<file path="src/rtl/mem_stage_lsu.sv">
`timescale 1ns/1ps
`default_nettype none
// ============================================================================
// Module      : mem_stage_lsu
// Description : Memory-stage load/store unit: lane steering, sign extension,
//               misalignment detection and a bounded req/ack memory handshake.
// Revision    : 1.0 - initial release
// ============================================================================
module mem_stage_lsu #(
    parameter int MAX_WAIT = 16
) (
    input  logic        clk,
    input  logic        rst_n,
    input  logic [31:0] ALUResultIn,
    input  logic [31:0] MemDataIn,
    input  logic        MemReadIn,
    input  logic        MemWriteIn,
    input  logic [1:0]  dataTypeIn,
    input  logic        RegWriteIn,
    input  logic        MemToRegIn,
    input  logic [4:0]  rdRegIn,
    output logic        mem_req,
    output logic        mem_we,
    output logic [31:0] mem_addr,
    output logic [3:0]  mem_be,
    output logic [31:0] mem_wdata,
    input  logic        mem_ack,
    input  logic [31:0] mem_rdata,
    output logic        Stall,
    output logic [31:0] LoadDataOut,
    output logic [31:0] ALUResultOut,
    output logic [4:0]  rdRegOut,
    output logic        RegWriteOut,
    output logic        MemToRegOut,
    output logic        MisalignOut,
    output logic        TimeoutOut
);

    typedef enum logic [1:0] {
        IDLE = 2'd0,
        REQ  = 2'd1,
        DONE = 2'd2
    } state_t;

    localparam logic [1:0] SZ_WORD = 2'b00;
    localparam logic [1:0] SZ_HALF = 2'b01;
    localparam logic [1:0] SZ_BYTE = 2'b10;
    localparam logic [7:0] LAST_WAIT = 8'(MAX_WAIT - 1);

    state_t      state_q, state_d;
    logic [7:0]  cnt_q, cnt_d;
    logic [31:0] addr_q, addr_d;
    logic [1:0]  size_q, size_d;
    logic        we_q, we_d;
    logic [3:0]  be_q, be_d;
    logic [31:0] wdata_q, wdata_d;
    logic [31:0] rdata_q, rdata_d;
    logic        timeout_q, timeout_d;
    logic        rw_lat_q, rw_lat_d;
    logic        m2r_lat_q, m2r_lat_d;
    logic [4:0]  rd_lat_q, rd_lat_d;

    logic [31:0] alu_out_q, alu_out_d;
    logic [4:0]  rd_out_q, rd_out_d;
    logic        rw_out_q, rw_out_d;
    logic        m2r_out_q, m2r_out_d;
    logic [31:0] load_out_q, load_out_d;
    logic        mis_out_q, mis_out_d;
    logic        to_out_q, to_out_d;

    logic        access;
    logic [1:0]  size_in;
    logic        misaligned;
    logic [3:0]  be_in;
    logic [31:0] wdata_in;
    logic [7:0]  byte_lane;
    logic [15:0] half_lane;
    logic [31:0] load_ext;
    logic        stall_int;

    // Reserved size code behaves exactly like a word access.
    always_comb begin
        access     = MemReadIn | MemWriteIn;
        size_in    = (dataTypeIn == 2'b11) ? SZ_WORD : dataTypeIn;
        misaligned = 1'b0;
        be_in      = 4'b1111;
        wdata_in   = MemDataIn;
        case (size_in)
            SZ_BYTE: begin
                be_in    = 4'b0001 << ALUResultIn[1:0];
                wdata_in = {4{MemDataIn[7:0]}};
            end
            SZ_HALF: begin
                misaligned = ALUResultIn[0];
                be_in      = ALUResultIn[1] ? 4'b1100 : 4'b0011;
                wdata_in   = {2{MemDataIn[15:0]}};
            end
            default: misaligned = (ALUResultIn[1:0] != 2'b00);
        endcase
    end

    always_comb begin
        byte_lane = rdata_q[{addr_q[1:0], 3'b000} +: 8];
        half_lane = addr_q[1] ? rdata_q[31:16] : rdata_q[15:0];
        case (size_q)
            SZ_BYTE: load_ext = {{24{byte_lane[7]}}, byte_lane};
            SZ_HALF: load_ext = {{16{half_lane[15]}}, half_lane};
            default: load_ext = rdata_q;
        endcase
    end

    // Output register fields are only assigned on non-stalling paths, so they
    // hold by default whenever the pipeline is stalled.
    always_comb begin
        state_d    = state_q;
        cnt_d      = cnt_q;
        addr_d     = addr_q;
        size_d     = size_q;
        we_d       = we_q;
        be_d       = be_q;
        wdata_d    = wdata_q;
        rdata_d    = rdata_q;
        timeout_d  = timeout_q;
        rw_lat_d   = rw_lat_q;
        m2r_lat_d  = m2r_lat_q;
        rd_lat_d   = rd_lat_q;
        alu_out_d  = alu_out_q;
        rd_out_d   = rd_out_q;
        rw_out_d   = rw_out_q;
        m2r_out_d  = m2r_out_q;
        load_out_d = load_out_q;
        mis_out_d  = mis_out_q;
        to_out_d   = to_out_q;
        stall_int  = 1'b0;

        case (state_q)
            IDLE: begin
                cnt_d     = 8'd0;
                timeout_d = 1'b0;
                if (access && !misaligned) begin
                    stall_int = 1'b1;
                    addr_d    = ALUResultIn;
                    size_d    = size_in;
                    we_d      = MemWriteIn;
                    be_d      = be_in;
                    wdata_d   = wdata_in;
                    rw_lat_d  = RegWriteIn;
                    m2r_lat_d = MemToRegIn;
                    rd_lat_d  = rdRegIn;
                    state_d   = REQ;
                end else begin
                    alu_out_d  = ALUResultIn;
                    rd_out_d   = rdRegIn;
                    rw_out_d   = RegWriteIn & ~access;
                    m2r_out_d  = MemToRegIn;
                    load_out_d = 32'd0;
                    mis_out_d  = access;
                    to_out_d   = 1'b0;
                end
            end
            REQ: begin
                stall_int = 1'b1;
                if (mem_ack) begin
                    rdata_d = mem_rdata;
                    state_d = DONE;
                end else if (cnt_q == LAST_WAIT) begin
                    timeout_d = 1'b1;
                    state_d   = DONE;
                end else begin
                    cnt_d = cnt_q + 8'd1;
                end
            end
            DONE: begin
                alu_out_d  = addr_q;
                rd_out_d   = rd_lat_q;
                rw_out_d   = rw_lat_q & ~timeout_q;
                m2r_out_d  = m2r_lat_q;
                load_out_d = (timeout_q || we_q) ? 32'd0 : load_ext;
                mis_out_d  = 1'b0;
                to_out_d   = timeout_q;
                state_d    = IDLE;
            end
            default: state_d = IDLE;
        endcase
    end

    always_ff @(posedge clk or negedge rst_n) begin
        if (!rst_n) begin
            state_q    <= IDLE;
            cnt_q      <= 8'd0;
            addr_q     <= 32'd0;
            size_q     <= SZ_WORD;
            we_q       <= 1'b0;
            be_q       <= 4'd0;
            wdata_q    <= 32'd0;
            rdata_q    <= 32'd0;
            timeout_q  <= 1'b0;
            rw_lat_q   <= 1'b0;
            m2r_lat_q  <= 1'b0;
            rd_lat_q   <= 5'd0;
            alu_out_q  <= 32'd0;
            rd_out_q   <= 5'd0;
            rw_out_q   <= 1'b0;
            m2r_out_q  <= 1'b0;
            load_out_q <= 32'd0;
            mis_out_q  <= 1'b0;
            to_out_q   <= 1'b0;
        end else begin
            state_q    <= state_d;
            cnt_q      <= cnt_d;
            addr_q     <= addr_d;
            size_q     <= size_d;
            we_q       <= we_d;
            be_q       <= be_d;
            wdata_q    <= wdata_d;
            rdata_q    <= rdata_d;
            timeout_q  <= timeout_d;
            rw_lat_q   <= rw_lat_d;
            m2r_lat_q  <= m2r_lat_d;
            rd_lat_q   <= rd_lat_d;
            alu_out_q  <= alu_out_d;
            rd_out_q   <= rd_out_d;
            rw_out_q   <= rw_out_d;
            m2r_out_q  <= m2r_out_d;
            load_out_q <= load_out_d;
            mis_out_q  <= mis_out_d;
            to_out_q   <= to_out_d;
        end
    end

    // Stall is forced low while reset is asserted, regardless of inputs.
    assign Stall        = rst_n & stall_int;
    assign mem_req      = (state_q == REQ);
    assign mem_we       = mem_req & we_q;
    assign mem_be       = mem_req ? be_q : 4'd0;
    assign mem_addr     = {addr_q[31:2], 2'b00};
    assign mem_wdata    = wdata_q;
    assign LoadDataOut  = load_out_q;
    assign ALUResultOut = alu_out_q;
    assign rdRegOut     = rd_out_q;
    assign RegWriteOut  = rw_out_q;
    assign MemToRegOut  = m2r_out_q;
    assign MisalignOut  = mis_out_q;
    assign TimeoutOut   = to_out_q;

endmodule
`default_nettype wire

</file>
<file path="config.mk">
export PLATFORM = sky130hd
export DESIGN_NAME = mem_stage_lsu
export DESIGN_NICKNAME = d
export VERILOG_FILES = /design/src/rtl/mem_stage_lsu.sv
export SDC_FILE = /design/constraint.sdc
export NUM_CORES = 1
export LEC_CHECK = 0
export ABC_AREA = 1
export BUFFER_PORTS_ARGS = -buffer_cell sky130_fd_sc_hd__buf_2
export CAP_MARGIN = 20
export CORE_UTILIZATION = 53
export CTS_CLUSTER_DIAMETER = 200
export DETAILED_ROUTE_END_ITERATION = 10
export GPL_TIMING_DRIVEN = 0
export HOLD_SLACK_MARGIN = 0.12
export PLACE_DENSITY = 0.77
export SYNTH_ARGS = -nofsm -noshare
export SYNTH_HDL_FRONTEND = slang
export SYNTH_SLANG_ARGS = --single-unit
</file>
<file path="constraint.sdc">
create_clock -name clk -period 2.9 [get_ports clk]
set_input_delay 0.725 -clock clk [delete_from_list [all_inputs] [get_ports clk]]
set_output_delay 0.725 -clock clk [all_outputs]
set_load 0.01 [all_outputs]
</file>
==> results.yml <==
critical_path:
  critical-path-top-cell-by-count: "sky130_fd_sc_hd__buf_2"
  crit_path_end_kind: "output pin"
  timing.critical_path.required_ns: 2.17
  cpPeakStageDelay_ns: 0.29
  timing.critical_path.from_type: "primary input"
  r2r.worst_path.cells: 8
  cp_top_family: "buffers and inverters"
  critical_path_peak_fanout: 7
  worst_r2r_startpoint: "size_q[0]"
  crit_path_end: "Stall"
  ordered_cell_list_for_the_critical_path: "buf_2 -> inv_1 -> ha_1 -> buf_2 -> inv_2 -> nand2_1 -> nand2_1 -> nand2_4 -> a21boi_1 -> buf_2"
  crit_start: "dataTypeIn[0]"
  critical-path-slowest-cell: "sky130_fd_sc_hd__ha_1"
  worst-path-stages: 10
  reg2reg_to: "LoadDataOut[7]"
  crit_arrival_ns: 1.98
  timing.reg2reg.setup_slack_ns: 0.95
  timing.setup.critical_path_class: "in2out"
  worstPathBufferInverterCount: 5
sta:
  setup_viol: 0
  skew_ns: 0.0101
  rsz0062_at_grt: "no"
  clock_period_minus_final_worst_setup_slack_ns: 2.71
  maxSlewViolCount: 0
  worst_slack_ns: 0.191
  tightest_slew_ns: 0.694
  layout_worst_path_cycle_share_pct: 93.4
  timing.slew.headroom_pct: 53.7
  timing.fmax_mhz: 369
  hold_viol_final: 0
yosys:
  syn_area_per_cell_um2: 7.77
  yosys_most_used_dff: "sky130_fd_sc_hd__dfrtp_1"
  synthCells: 1225
  distinct_cells_synth: 28
  most_numerous_cell_in_the_yosys_netlist: "sky130_fd_sc_hd__nand2_1"
  post_synth_most_frequent_cells: "sky130_fd_sc_hd__nand2_1, sky130_fd_sc_hd__dfrtp_1, sky130_fd_sc_hd__o21ai_0"
  synth-async-reset-ratio_pct: 100
  synth_area_leaders: "sky130_fd_sc_hd__dfrtp_1, sky130_fd_sc_hd__nand2_1, sky130_fd_sc_hd__o21ai_0"
  portion_of_the_post_synthesis_area_used_by_sequential_elements_pct: 51.0
  cell_area_after_synthesis_mm2: 0.00952
  cell_accounting_for_the_most_synthesized_area: "sky130_fd_sc_hd__dfrtp_1"
  synth_enable_flop_cells: 0
  flops_latches_synth: 194
  synth.yosys.warnings: 0
  post-synth-top-area-fraction_pct: 51.0
outcome:
  outcome: "complete, no violations"
global_route:
  number_of_global_route_vias_before_repair: 8298
  gr-usage-all-layers_pct: 29.5
  grt_max_degree: 105
  antenna_found_initial: 5
  global_route.overflow_total: 0
  grt_pass1_wl_um: 41800
clocking:
  clock_sink_count: 194
  cts_tree: "done"
  cts_max_path_buffers: 2
  worstSkewPairLatency_ns: 0.43
  clk_pin_slew_worst_paths_ns: 0.07
  root_buffer: "sky130_fd_sc_hd__clkbuf_16"
  cts_inserted_buffers: 17
  cts_htree_levels: 4
route:
  antenna_left: 0
  detail_route.first_pass.iterations: 5
  avgRoutedWirePerCell_um: 15.4
  detail_route.drc_violations: 0
  vias: 9012
  wirelength_um: 26900
  viasPerCell: 5.17
  drt-initial-drc-count: 614
final_layout:
  final_design_area_no_fill_mm2: 0.0117
  area.growth.synth_to_final_pct: 23.1
  layout.nets: 1617
  final.fill_count: 1542
  ratio_of_cells_with_drive_above_1_in_the_final_layout_pct: 25.4
floorplanning:
  die-width_um: 136
  rows: 48
  initial_core_util_pct: 54.7
  chipHeight_um: 136
  top_level_ports: 254
  fp.dieArea_mm2: 0.0185
  core_mm2: 0.0174
placement:
  placement.cell_area_mm2: 0.0111
  gp_congestion: 0.921
  placement.setup.worst_slack_ns: -0.141
  port-buffer-count: 251
  detailedPlacementHpwl_um: 19700
pwr:
  power_density_mw_per_mm2: 1020
  p_comb_share_pct: 42.1
  power_report.internal_total_mw: 7.13
  p_switching_mw: 4.80
  power_frac_clock_pct: 19.3
  power.ir.vdd_worst_mv: 0.506
  share_seq_of_total_power_pct: 38.6
  power_switching_share_pct: 40.2
  static_leakage_nw: 6.55
hold_path:
  class_of_the_worst_hold_path: "in2async"
job:
  maxCapViolations: 0
power by group through the flow:
stage,sequential (mW),combinational [mW],clock (mW)
final,4.60,5.03,2.31
after global routing,4.73,5.62,2.42
after CTS,4.58,5.00,2.32
after detailed placement,4.61,4.99,0
after global placement,4.59,4.89,0
after floorplan,4.79,2.85,0
routing by layer:
| metal | global-route usage [%] | vias to the layer above | part of all wire [%] |
|---|---|---|---|
| li1 | - | 4386 | - |
| met2 | 47.2 | 338 | 47 |
| met4 | 10.4 | 2 | 2.1 |
| met5 | 0 | - | 0.037 |
| met3 | 6.11 | 46 | 7.3 |
| met1 | 39.7 | 4240 | 43 |
placed cells by master, fill, tap and decap left out, drive strengths merged:
master / n
o21ai: 156
clkbuf: 38
a21oi: 49
nand3: 91
clkinv: 8
dfrtp: 194
nand2: 485
o21bai: 1
a31oi: 1
bufinv: 1
clkinvlp: 2
ha: 7
buf: 341
conb: 2
nand4: 9
nor2: 20
nor3: 1
inv: 106
diode: 4
a21boi: 1
flip-flops by register name, summed over array words and instances (netlist names):
name          flops
ALUResultOut     32
LoadDataOut      32
addr_q           32
mem_wdata        32
rdata_q          32
cnt_q             8
rdRegOut          5
rd_lat_q          5
be_q              4
size_q            2
state_q           2
MemToRegOut       1
MisalignOut       1
RegWriteOut       1
TimeoutOut        1
m2r_lat_q         1
rw_lat_q          1
timeout_q         1
we_q              1
kinds of logic after synthesis:
logic type                 share of synthesized area [%]
DFF                                                 51.0
AOI/OAI and AO/OA                                   11.0
buffers and inverters                               11.2
and+or+nand+nor                                     25.9
other                                             0.0394
adders and majority gates                          0.920
layout make-up:
cell class / count / area [µm²] / area share [%]
diodes: 4 / 10.0 / 0.0854
inverters: 108 / 405 / 3.46
plain buffers: 100 / 653 / 5.57
multi-input cells: 823 / 3610 / 30.8
flip-flops and latches: 194 / 4850 / 41.4
clock inverters: 9 / 78.8 / 0.673
clock buffers: 23 / 498 / 4.25
repair buffers: 256 / 1320 / 11.3
well taps: 225 / 282 / 2.40
per-stage QoR:
| stage | hold WS, ns | setup TNS [ns] | power, mW | cells | util (%) |
|---|---|---|---|---|---|
| global route | 0.370 | 0 | 12.8 | 1740 | 67.3 |
| CTS | 0.339 | 0 | 11.9 | 1734 | 67.1 |
| floorplan | 0.429 | 0 | 7.64 | 1226 | - |
| global placement | 0.456 | -417.37 | 9.48 | 1702 | 63.5 |
| detailed placement | 0.460 | -0.141 | 9.60 | 1703 | 63.7 |
| finish | 0.318 | 0 | 11.9 | 1742 | 67.3 |
worst min-delay path by stage:
stage / startpoint / to / slack, ns / depth (start not counted)
CTS: rst_n / cnt_q[0] / 0.34 / 1
floorplan: rst_n / ALUResultOut[0] / 0.43 / 0
global route: rst_n / cnt_q[1] / 0.37 / 1
finish: rst_n / cnt_q[0] / 0.32 / 1
detailed placement: mem_wdata[0] / mem_wdata[0] / 0.46 / 2
global placement: rdata_q[3] / rdata_q[3] / 0.46 / 2
what timing repair did:
action | CTS | global route
pin swaps | 0 | 1
endpoints found under the setup margin | 1 | 1
hold buffers | 0 | 0
gates resized for setup | 1 | 1
buffers inserted | 0 | 4
Power figures use the tool's default switching activity.
